## src/rtl/key_pkg.sv

```systemverilog
// Shared types and defaults for the push-button conditioning path.
package key_pkg;

    // Debounce FSM states
    typedef enum logic [1:0] {
        IDLE         = 2'd0,
        PRESS_WAIT   = 2'd1,
        PRESSED      = 2'd2,
        RELEASE_WAIT = 2'd3
    } key_state_t;

    localparam int unsigned DB_CYCLES_DEF     = 1_000_000;   // 20 ms at 50 MHz
    localparam int unsigned REPEAT_DELAY_DEF  = 25_000_000;
    localparam int unsigned REPEAT_PERIOD_DEF = 5_000_000;

    // Bits needed for a counter that runs 0..n-1 (at least one bit)
    function automatic int unsigned cnt_width(input int unsigned n);
        return (n < 2) ? 1 : $clog2(n);
    endfunction

endpackage

```

## src/rtl/sync_2ff.sv

```systemverilog
// Two-flop synchroniser for a single asynchronous level input.
module sync_2ff #(
    parameter logic RST_VAL = 1'b0
) (
    input  logic clk,
    input  logic reset,
    input  logic d,
    output logic q
);

    logic meta;

    // Metastability filter; both stages reset to the idle level of the input
    always_ff @(posedge clk or negedge reset) begin
        if (!reset) begin
            meta <= RST_VAL;
            q    <= RST_VAL;
        end else begin
            meta <= d;
            q    <= meta;
        end
    end

endmodule

```

## src/rtl/key_debounce.sv

```systemverilog
// Synchronises and debounces a board key; emits a clean level plus
// one-cycle press/release pulses. Optional autorepeat pulses are built
// when KEY_DEBOUNCE_AUTOREPEAT_EN is defined; otherwise key_repeat is 0.
module key_debounce
    import key_pkg::*;
#(
    parameter int unsigned DB_CYCLES      = DB_CYCLES_DEF,
    parameter bit          KEY_ACTIVE_LOW = 1'b1,
    parameter int unsigned REPEAT_DELAY   = REPEAT_DELAY_DEF,
    parameter int unsigned REPEAT_PERIOD  = REPEAT_PERIOD_DEF
) (
    input  logic clk,
    input  logic reset,
    input  logic key_raw,
    output logic key_level,
    output logic key_press,
    output logic key_release,
    output logic key_repeat
);

    localparam int unsigned     DB_W    = cnt_width(DB_CYCLES);
    localparam logic            REL_LVL = KEY_ACTIVE_LOW ? 1'b1 : 1'b0;
    localparam logic [DB_W-1:0] DB_LAST = DB_W'(DB_CYCLES - 1);

    // Elaboration-time parameter sanity
    if ((DB_CYCLES < 2) || (DB_CYCLES > 32'h00FF_FFFF)) begin : g_bad_db
        $error("key_debounce: DB_CYCLES out of range 2..2^24-1");
    end
    if ((REPEAT_DELAY < 2) || (REPEAT_PERIOD < 1)) begin : g_bad_rep
        $error("key_debounce: REPEAT_DELAY must be >= 2 and REPEAT_PERIOD >= 1");
    end

    logic            key_sync;
    logic            key_p_c;
    key_state_t      state, state_n;
    logic [DB_W-1:0] db_cnt, db_cnt_n;
    logic            level_n, press_n, release_n;

    sync_2ff #(
        .RST_VAL (REL_LVL)
    ) u_sync (
        .clk   (clk),
        .reset (reset),
        .d     (key_raw),
        .q     (key_sync)
    );

    // Normalise polarity: 1 = pressed
    assign key_p_c = key_sync ^ KEY_ACTIVE_LOW;

    // State, debounce counter and registered outputs
    always_ff @(posedge clk or negedge reset) begin
        if (!reset) begin
            state       <= IDLE;
            db_cnt      <= '0;
            key_level   <= 1'b0;
            key_press   <= 1'b0;
            key_release <= 1'b0;
        end else begin
            state       <= state_n;
            db_cnt      <= db_cnt_n;
            key_level   <= level_n;
            key_press   <= press_n;
            key_release <= release_n;
        end
    end

    // Next-state: a level change is accepted only after DB_CYCLES stable samples
    always_comb begin
        state_n   = state;
        db_cnt_n  = db_cnt;
        level_n   = key_level;
        press_n   = 1'b0;
        release_n = 1'b0;
        case (state)
            IDLE: begin
                if (key_p_c) begin
                    state_n  = PRESS_WAIT;
                    db_cnt_n = '0;
                end
            end
            PRESS_WAIT: begin
                if (!key_p_c) begin
                    state_n  = IDLE;
                    db_cnt_n = '0;
                end else if (db_cnt == DB_LAST) begin
                    state_n  = PRESSED;
                    db_cnt_n = '0;
                    level_n  = 1'b1;
                    press_n  = 1'b1;
                end else begin
                    db_cnt_n = db_cnt + DB_W'(1);
                end
            end
            PRESSED: begin
                if (!key_p_c) begin
                    state_n  = RELEASE_WAIT;
                    db_cnt_n = '0;
                end
            end
            RELEASE_WAIT: begin
                if (key_p_c) begin
                    state_n  = PRESSED;
                    db_cnt_n = '0;
                end else if (db_cnt == DB_LAST) begin
                    state_n   = IDLE;
                    db_cnt_n  = '0;
                    level_n   = 1'b0;
                    release_n = 1'b1;
                end else begin
                    db_cnt_n = db_cnt + DB_W'(1);
                end
            end
            default: begin
                state_n  = IDLE;
                db_cnt_n = '0;
            end
        endcase
    end

`ifdef KEY_DEBOUNCE_AUTOREPEAT_EN
    localparam int unsigned REP_MAX = (REPEAT_DELAY > REPEAT_PERIOD) ? REPEAT_DELAY : REPEAT_PERIOD;
    localparam int unsigned REP_W   = cnt_width(REP_MAX);
    localparam logic [REP_W-1:0] REP_DELAY_LAST  = REP_W'(REPEAT_DELAY - 1);
    localparam logic [REP_W-1:0] REP_PERIOD_LAST = REP_W'(REPEAT_PERIOD - 1);

    logic [REP_W-1:0] rep_cnt, rep_cnt_n;
    logic             delay_done, delay_done_n;
    logic             repeat_n;

    // Hold counter and autorepeat pulse register
    always_ff @(posedge clk or negedge reset) begin
        if (!reset) begin
            rep_cnt    <= '0;
            delay_done <= 1'b0;
            key_repeat <= 1'b0;
        end else begin
            rep_cnt    <= rep_cnt_n;
            delay_done <= delay_done_n;
            key_repeat <= repeat_n;
        end
    end

    // First repeat after the delay, then one per period; a release bounce
    // re-enters PRESSED on the period rather than restarting the delay
    always_comb begin
        rep_cnt_n    = '0;
        delay_done_n = 1'b0;
        repeat_n     = 1'b0;
        case (state)
            PRESSED: begin
                if (state_n == PRESSED) begin
                    delay_done_n = delay_done;
                    if (!delay_done) begin
                        if (rep_cnt == REP_DELAY_LAST) begin
                            repeat_n     = 1'b1;
                            delay_done_n = 1'b1;
                        end else begin
                            rep_cnt_n = rep_cnt + REP_W'(1);
                        end
                    end else if (rep_cnt == REP_PERIOD_LAST) begin
                        repeat_n = 1'b1;
                    end else begin
                        rep_cnt_n = rep_cnt + REP_W'(1);
                    end
                end
            end
            RELEASE_WAIT: begin
                delay_done_n = 1'b1;
            end
            default: begin
                delay_done_n = 1'b0;
            end
        endcase
    end
`else
    assign key_repeat = 1'b0;
`endif

endmodule

```

## config.mk

```make
export PLATFORM = sky130hd
export DESIGN_NAME = key_debounce
export DESIGN_NICKNAME = d
export VERILOG_FILES = /design/src/rtl/key_pkg.sv /design/src/rtl/sync_2ff.sv /design/src/rtl/key_debounce.sv
export SDC_FILE = /design/constraint.sdc
export NUM_CORES = 1
export LEC_CHECK = 0
export CAP_MARGIN = 0
export CELL_PAD_IN_SITES_DETAIL_PLACEMENT = 0
export CELL_PAD_IN_SITES_GLOBAL_PLACEMENT = 1
export CORE_ASPECT_RATIO = 0.75
export CORE_MARGIN = 1
export CORE_UTILIZATION = 45
export DETAILED_ROUTE_END_ITERATION = 12
export PLACE_DENSITY = 0.74
export RECOVER_POWER = 50
export SETUP_SLACK_MARGIN = 0.3
export SLEW_MARGIN = 20
export SYNTH_ARGS = -nofsm -noshare
export SYNTH_HDL_FRONTEND = slang
export SYNTH_SLANG_ARGS = --single-unit
```

## constraint.sdc

```tcl
create_clock -name clk -period 1.8 [get_ports clk]
set_input_delay 0.36 -clock clk [delete_from_list [all_inputs] [get_ports clk]]
set_output_delay 0.36 -clock clk [all_outputs]
set_load 0.03 [all_outputs]
```

==> results of run 1 <==
-- final cells by class --
| class | instances | area (sq um) | area share |
|---|---|---|---|
| multi-input cells | 109 | 811 | 0.407 |
| flip-flops and latches | 27 | 682 | 0.342 |
| repair buffers | 42 | 382 | 0.192 |
| well taps | 38 | 47.5 | 0.0239 |
| clock buffers | 3 | 41.3 | 0.0207 |
| inverters | 6 | 23.8 | 0.0119 |
| clock inverters | 1 | 5.00 | 0.00251 |
-- layout by cell type, fill, tap and decap left out, types with 2 or more instances in the layout --
cell            n
buf_4          28
dfrtp_1        22
nand2_1        14
nand3_1         8
a31oi_1         8
a21oi_2         8
nor2_1          7
o21ai_1         7
inv_1           5
nor3_1          5
a22o_1          4
nand4_1         4
a21o_1          4
buf_6           4
clkbuf_8        3
dfrtp_2         3
dlygate4sd2_1   3
and4_4          2
o21ai_0         2
clkinv_2        2
nor4_4          2
o22ai_1         2
nand2b_1        2
or3_1           2
mux2i_1         2
dlygate4sd3_1   2
buf_8           2
dfstp_2         2
-- worst register-to-register path: stages, from the launching register on --
cell	delay [ns]
dfrtp_1	0.40
nor4_2	0.26
and4b_2	0.32
a21o_2	0.25
o21ai_1	0.11
a22o_1	0.26
-- state kept, by name, summed over array words and instances, names as in the netlist, named ones only --
signal       flops
key_level        1
u_sync.q         1
u_sync.meta      1
key_press        1
state            1
db_cnt          20
key_release      1
-- per-stage QoR --
| stage | instances | power [mW] | setup WS, ns | hold WS [ns] |
|---|---|---|---|---|
| floorplan | 150 | 0.691 | 0.184 | 0.0644 |
| global placement | 203 | 0.722 | 0.0351 | 0.352 |
| detailed placement | 203 | 0.723 | 0.0121 | 0.349 |
| CTS | 223 | 1.10 | 0.120 | 0.364 |
| global route | 226 | 1.16 | -0.0412 | 0.371 |
| finish | 226 | 1.11 | 0.0901 | 0.362 |
-- power groups by stage --
stage	Clock, mW	Combinational, mW	Sequential (mW)
global route	0.396	0.141	0.624
floorplan	0	0.0560	0.635
CTS	0.362	0.113	0.623
finish	0.356	0.131	0.623
detailed placement	0	0.0879	0.636
global placement	0	0.0871	0.635
-- what timing repair did --
item | CTS | global route
gates cloned | 0 | 1
hold buffers | 0 | 0
pin swaps | 10 | 14
endpoints found under the setup margin | 26 | 25
buffers inserted | 16 | 2
resized for setup | 24 | 7
-- worst max-delay path by stage --
| stage | startpoint | endpoint | slack (ns) | cells after the start |
|---|---|---|---|---|
| finish | db_cnt[11] | db_cnt[9] | 0.09 | 5 |
| global route | db_cnt[11] | db_cnt[9] | -0.04 | 5 |
| CTS | db_cnt[11] | db_cnt[9] | 0.12 | 5 |
| detailed placement | db_cnt[7] | db_cnt[9] | 0.01 | 5 |
| global placement | db_cnt[7] | db_cnt[9] | 0.04 | 5 |
| floorplan | db_cnt[7] | db_cnt[18] | 0.18 | 6 |
-- kinds of logic (layout without fill, tap and decap cells) --
logic type / after synthesis / count (layout)
AND/OR/NAND/NOR: 61 / 61
AO/OA/AOI/OAI: 43 / 43
flip-flops: 27 / 27
buffers and inverters: 14 / 52
multiplexers: 2 / 2
adder cells (fa/ha/maj): 1 / 1
other: 1 / 1
XOR/XNOR: 1 / 1
-- per-layer routing --
metal  up-vias  global-route usage  routed length, um
met5         -                   0                  0
met4         0              0.0426                 23
met3         4              0.0536                172
met2        41               0.386               1840
met1       670               0.314               1760
li1        625                   -                  -
==> run summary, run 1 <==
Final setup viols: 0
Detailed Place HPWL: 2280 um
Routed length per instance: 16.8 um
Post-synth EDFFs: 0
Vias post-DR: 1340
Synthesis Warnings: 0
Post-synth ARST share: 1.00
Setup TNS: 0 ns
Post-synth cell types: 41
CP arrival: 1.88 ns
FILL cells: 233
Register area share after synthesis: 0.466
Tot GR Track Use: 0.235
Commonest cells post-synth: 25 x dfrtp_1, 16 x nand2_1, 9 x a21oi_1, 9 x a31oi_1
Worst Path Buf+Inv: 0
CP Class: reg2reg
I/O Pins: 7
Required @ worst endpoint: 1.97 ns
Clock share of power: 0.321
Global-route wire length before repair: 5930 um
Min Tclk post-route: 1.71 ns
Worst-Margin Slew: 0.708 ns
Startpoint types: register
Pint: 0.830 mW
ANT cells: 0
Reg2Reg Depth: 5
Post-synthesis simple-gate area fraction: 0.254
Max FO, Critical Path: 7
Largest area contributor in the netlist: dfrtp_1
Switching power: 0.280 mW
Overflow after GRT: 0
Clock Path Buffers: 2
Die height: 51.2 um
Post-route ant nets: 0
Final Core Density: 0.664
CP top delay family: compound AO/OA/AOI/OAI gates
Worst VDD drop: 0.438 mV
Share of the clock period used by the worst path: 0.950
Main combinational cell family by area after synthesis: simple AND/OR/NAND/NOR gates
CTS tree: done
Gpl congestion: 0.780
Worst-path cell chain: nor4_2, and4b_2, a21o_2, o21ai_1, a22o_1
Hold worst-path end: u_sync.q
DRT iter0 DRCs: 115
Capturing point of the worst reg2reg path: db_cnt[9]
Design area: 0.00199 sq mm
CTS Sinks: 27
DP Area: 0.00168 sq mm
Fmax: 585 MHz
Pwr Density: 557 mW/mm^2
RSZ-0062 raised after global routing: true
Number of max-cap violations: 0
Via density per instance: 5.93
CP max-delay cell: dfrtp_1
Synth area leaders: dfrtp_1 43%, nand2_1 4.1%, a31oi_1 3.9%
Synth Area per Inst: 9.70 sq um
Hold path depth: 0
Largest stage delay on the critical path: 0.40 ns
Htree depth: 1
CTS Buf Count: 3
Synth Flop Type: dfrtp_1
Num rows: 17
Initial Util: 0.485
Final wirelength: 3790 um
Slew HR: 0.528
Most frequent cell after synthesis: dfrtp_1
Area share of fa/ha/maj cells after synthesis: 0.00860
HP Start: u_sync.meta
Final Max Tran Viols: 0
Net Count, Synth: 154
Die X: 67.7 um
Switching share of power: 0.252
Clock Latency Late Sink: 0.28 ns
Crit path capture type: register
Clock transition at path regs: 0.10 ns
Reg2reg start: db_cnt[11]
Area Growth Syn to Fin: 36.9%
Multiplexer area fraction after synthesis: 0.0138
Fraction of layout cells with a size suffix above 1: 0.404
Top-area cell type share of the netlist area: 0.430
Reg2reg setup slack: 0.09 ns
Nets@finish: 193
DRT Pass-1 Iters: 5
Antenna violations before repair: 0
#FFs+latches synth: 27
Post-Synth XOR/XNOR Area: 0.00602
Complex-gate fraction of the synthesized area: 0.187
Final hold vios: 0
CTS root buf: clkbuf_8
Status: completed
Vias in the first global route: 1216
Drt drc: 0
Largest net degree at the start of global routing: 28
Core area: 0.00300 sq mm
I/O Buffers: 5
P_leak: 0.901 nW
Die Area: 0.00347 sq mm
Mapped Area: 0.00146 sq mm
Clock skew: 0.00736 ns
Mapped Cells: 150
Gate power share: 0.118
Hold Path Class: reg2reg
Part of the power in registers: 0.562
No activity file was read; power rests on OpenSTA's default activity.
==> inputs of run 2 (changes only) <==
CAP_MARGIN = 10   (was 0)
TNS_END_PERCENT = 50   (was not set)
==> run summary, run 2 (synthesis gave the netlist of run 1 again) <==
Antenna violations before repair: 0
CP arrival: 1.87 ns
Worst path most repeated cell: and4_4
Clock share of power: 0.323
Number of hold buffers added after CTS: 0
Fraction of layout cells with a size suffix above 1: 0.413
P_leak: 0.870 nW
CP Class: reg2reg
I/O Buffers: 5
CTS tree: done
DRT iter0 DRCs: 63
Hold worst-path end: u_sync.q
Largest stage delay on the critical path: 0.47 ns
Final hold vios: 0
Clock Latency Late Sink: 0.28 ns
Startpoint types: register
Routed length per instance: 15.6 um
Setup TNS: 0 ns
Initial Util: 0.485
Most flop-heavy register: db_cnt
Most frequent cells in the layout: 31 x buf_4, 20 x dfrtp_1, 14 x nand2_1
Nets@finish: 194
Largest net degree at the start of global routing: 28
CTS Sinks: 27
Via density per instance: 5.70
Fmax: 595 MHz
Die X: 67.7 um
Worst Path Buf+Inv: 2
Clock transition at path regs: 0.10 ns
Global-route wire length before repair: 5530 um
Required @ worst endpoint: 1.99 ns
Commonest non-fill, non-tap cell in the layout: buf_4
Final wirelength: 3550 um
Overflow after GRT: 0
Vias in the first global route: 1151
Met2 Usage GRT: 0.332
Reg2reg start: db_cnt[4]
Pint: 0.836 mW
Gate power share: 0.118
Post-route ant nets: 0
Worst VDD drop: 0.344 mV
Clock skew: 0.00627 ns
ANT cells: 0
I/O Pins: 7
Tot GR Track Use: 0.217
Design area: 0.00201 sq mm
Worst-Margin Slew: 0.683 ns
DP Area: 0.00166 sq mm
Part of the power in registers: 0.559
Final Max Tran Viols: 0
CP top delay family: flip-flops
RSZ-0062 raised after global routing: true
Core area: 0.00300 sq mm
Die Area: 0.00347 sq mm
Number of max-cap violations: 0
Drt drc: 0
Gpl congestion: 0.797
CP max-delay cell: dfrtp_2
CTS root buf: clkbuf_8
Slew HR: 0.545
Vias post-DR: 1293
M1 GR Usage: 0.313
Min Tclk post-route: 1.68 ns
HP Start: u_sync.meta
Hold path depth: 0
Reg2Reg Depth: 7
Max FFs per register: 20
Die height: 51.2 um
DRT Pass-1 Iters: 5
Final setup viols: 0
CTS Buf Count: 3
Crit path capture type: register
Reg2reg setup slack: 0.12 ns
Htree depth: 1
Area Growth Syn to Fin: 37.8%
Switching share of power: 0.252
Detailed Place HPWL: 2260 um
Clock Path Buffers: 2
Switching power: 0.282 mW
Num rows: 17
Worst-path cell chain: and4_4, and4_4, a21oi_4, buf_12, buf_4, nand2b_1, a31oi_1
Capturing point of the worst reg2reg path: db_cnt[11]
Hold Path Class: reg2reg
GR Util met3: 0.0536
GRT Max-Usage Layer: met2
Status: completed
Max FO, Critical Path: 8
Pwr Density: 557 mW/mm^2
Share of the clock period used by the worst path: 0.933
Final Core Density: 0.669
==> run 2: metrics by stage <==
step | std cells | power (mW) | hold slack [ns] | setup WS [ns]
after floorplan | 150 | 0.689 | 0.0644 | 0.184
after global placement | 204 | 0.719 | 0.352 | 0.0422
after detailed placement | 204 | 0.721 | 0.351 | 0.0458
after CTS | 217 | 1.10 | 0.366 | 0.125
after global routing | 227 | 1.16 | 0.373 | 0.0343
final | 227 | 1.12 | 0.364 | 0.121
==> run 2: repair_timing <==
| item | 4_1_cts | 5_1_grt |
|---|---|---|
| gates resized for setup | 11 | 25 |
| buffers inserted | 9 | 10 |
| endpoints found under the setup margin | 26 | 26 |
| pin swaps | 7 | 25 |
==> run 2: routing by layer <==
metal | part of all wire | up-vias
met5 | 0 | -
met4 | 0.014 | 0
met3 | 0.041 | 8
met2 | 0.46 | 31
met1 | 0.48 | 623
li1 | - | 631
==> run 2: how the worst max path moves through the flow <==
stage	start	to	slack [ns]	cells past startpoint
global route	db_cnt[0]	db_cnt[19]	0.03	7
global placement	db_cnt[7]	db_cnt[9]	0.04	5
finish	db_cnt[4]	db_cnt[11]	0.12	7
detailed placement	db_cnt[3]	db_cnt[3]	0.05	6
CTS	db_cnt[15]	db_cnt[3]	0.12	6
floorplan	db_cnt[7]	db_cnt[18]	0.18	6
==> run 2: area by class of cell <==
class | instances | area (sq um)
clock inverters | 1 | 7.51
fillers | 226 | 993
multi-input cells | 109 | 832
well taps | 38 | 47.5
inverters | 6 | 22.5
flip-flops and latches | 27 | 684
repair buffers | 43 | 370
clock buffers | 3 | 41.3
==> run 2: power by group through the flow <==
stage	logic, mW	clock network, mW	registers [mW]
finish	0.132	0.360	0.625
global route	0.143	0.395	0.626
CTS	0.107	0.370	0.621
detailed placement	0.0858	0	0.635
global placement	0.0843	0	0.635
floorplan	0.0548	0	0.634
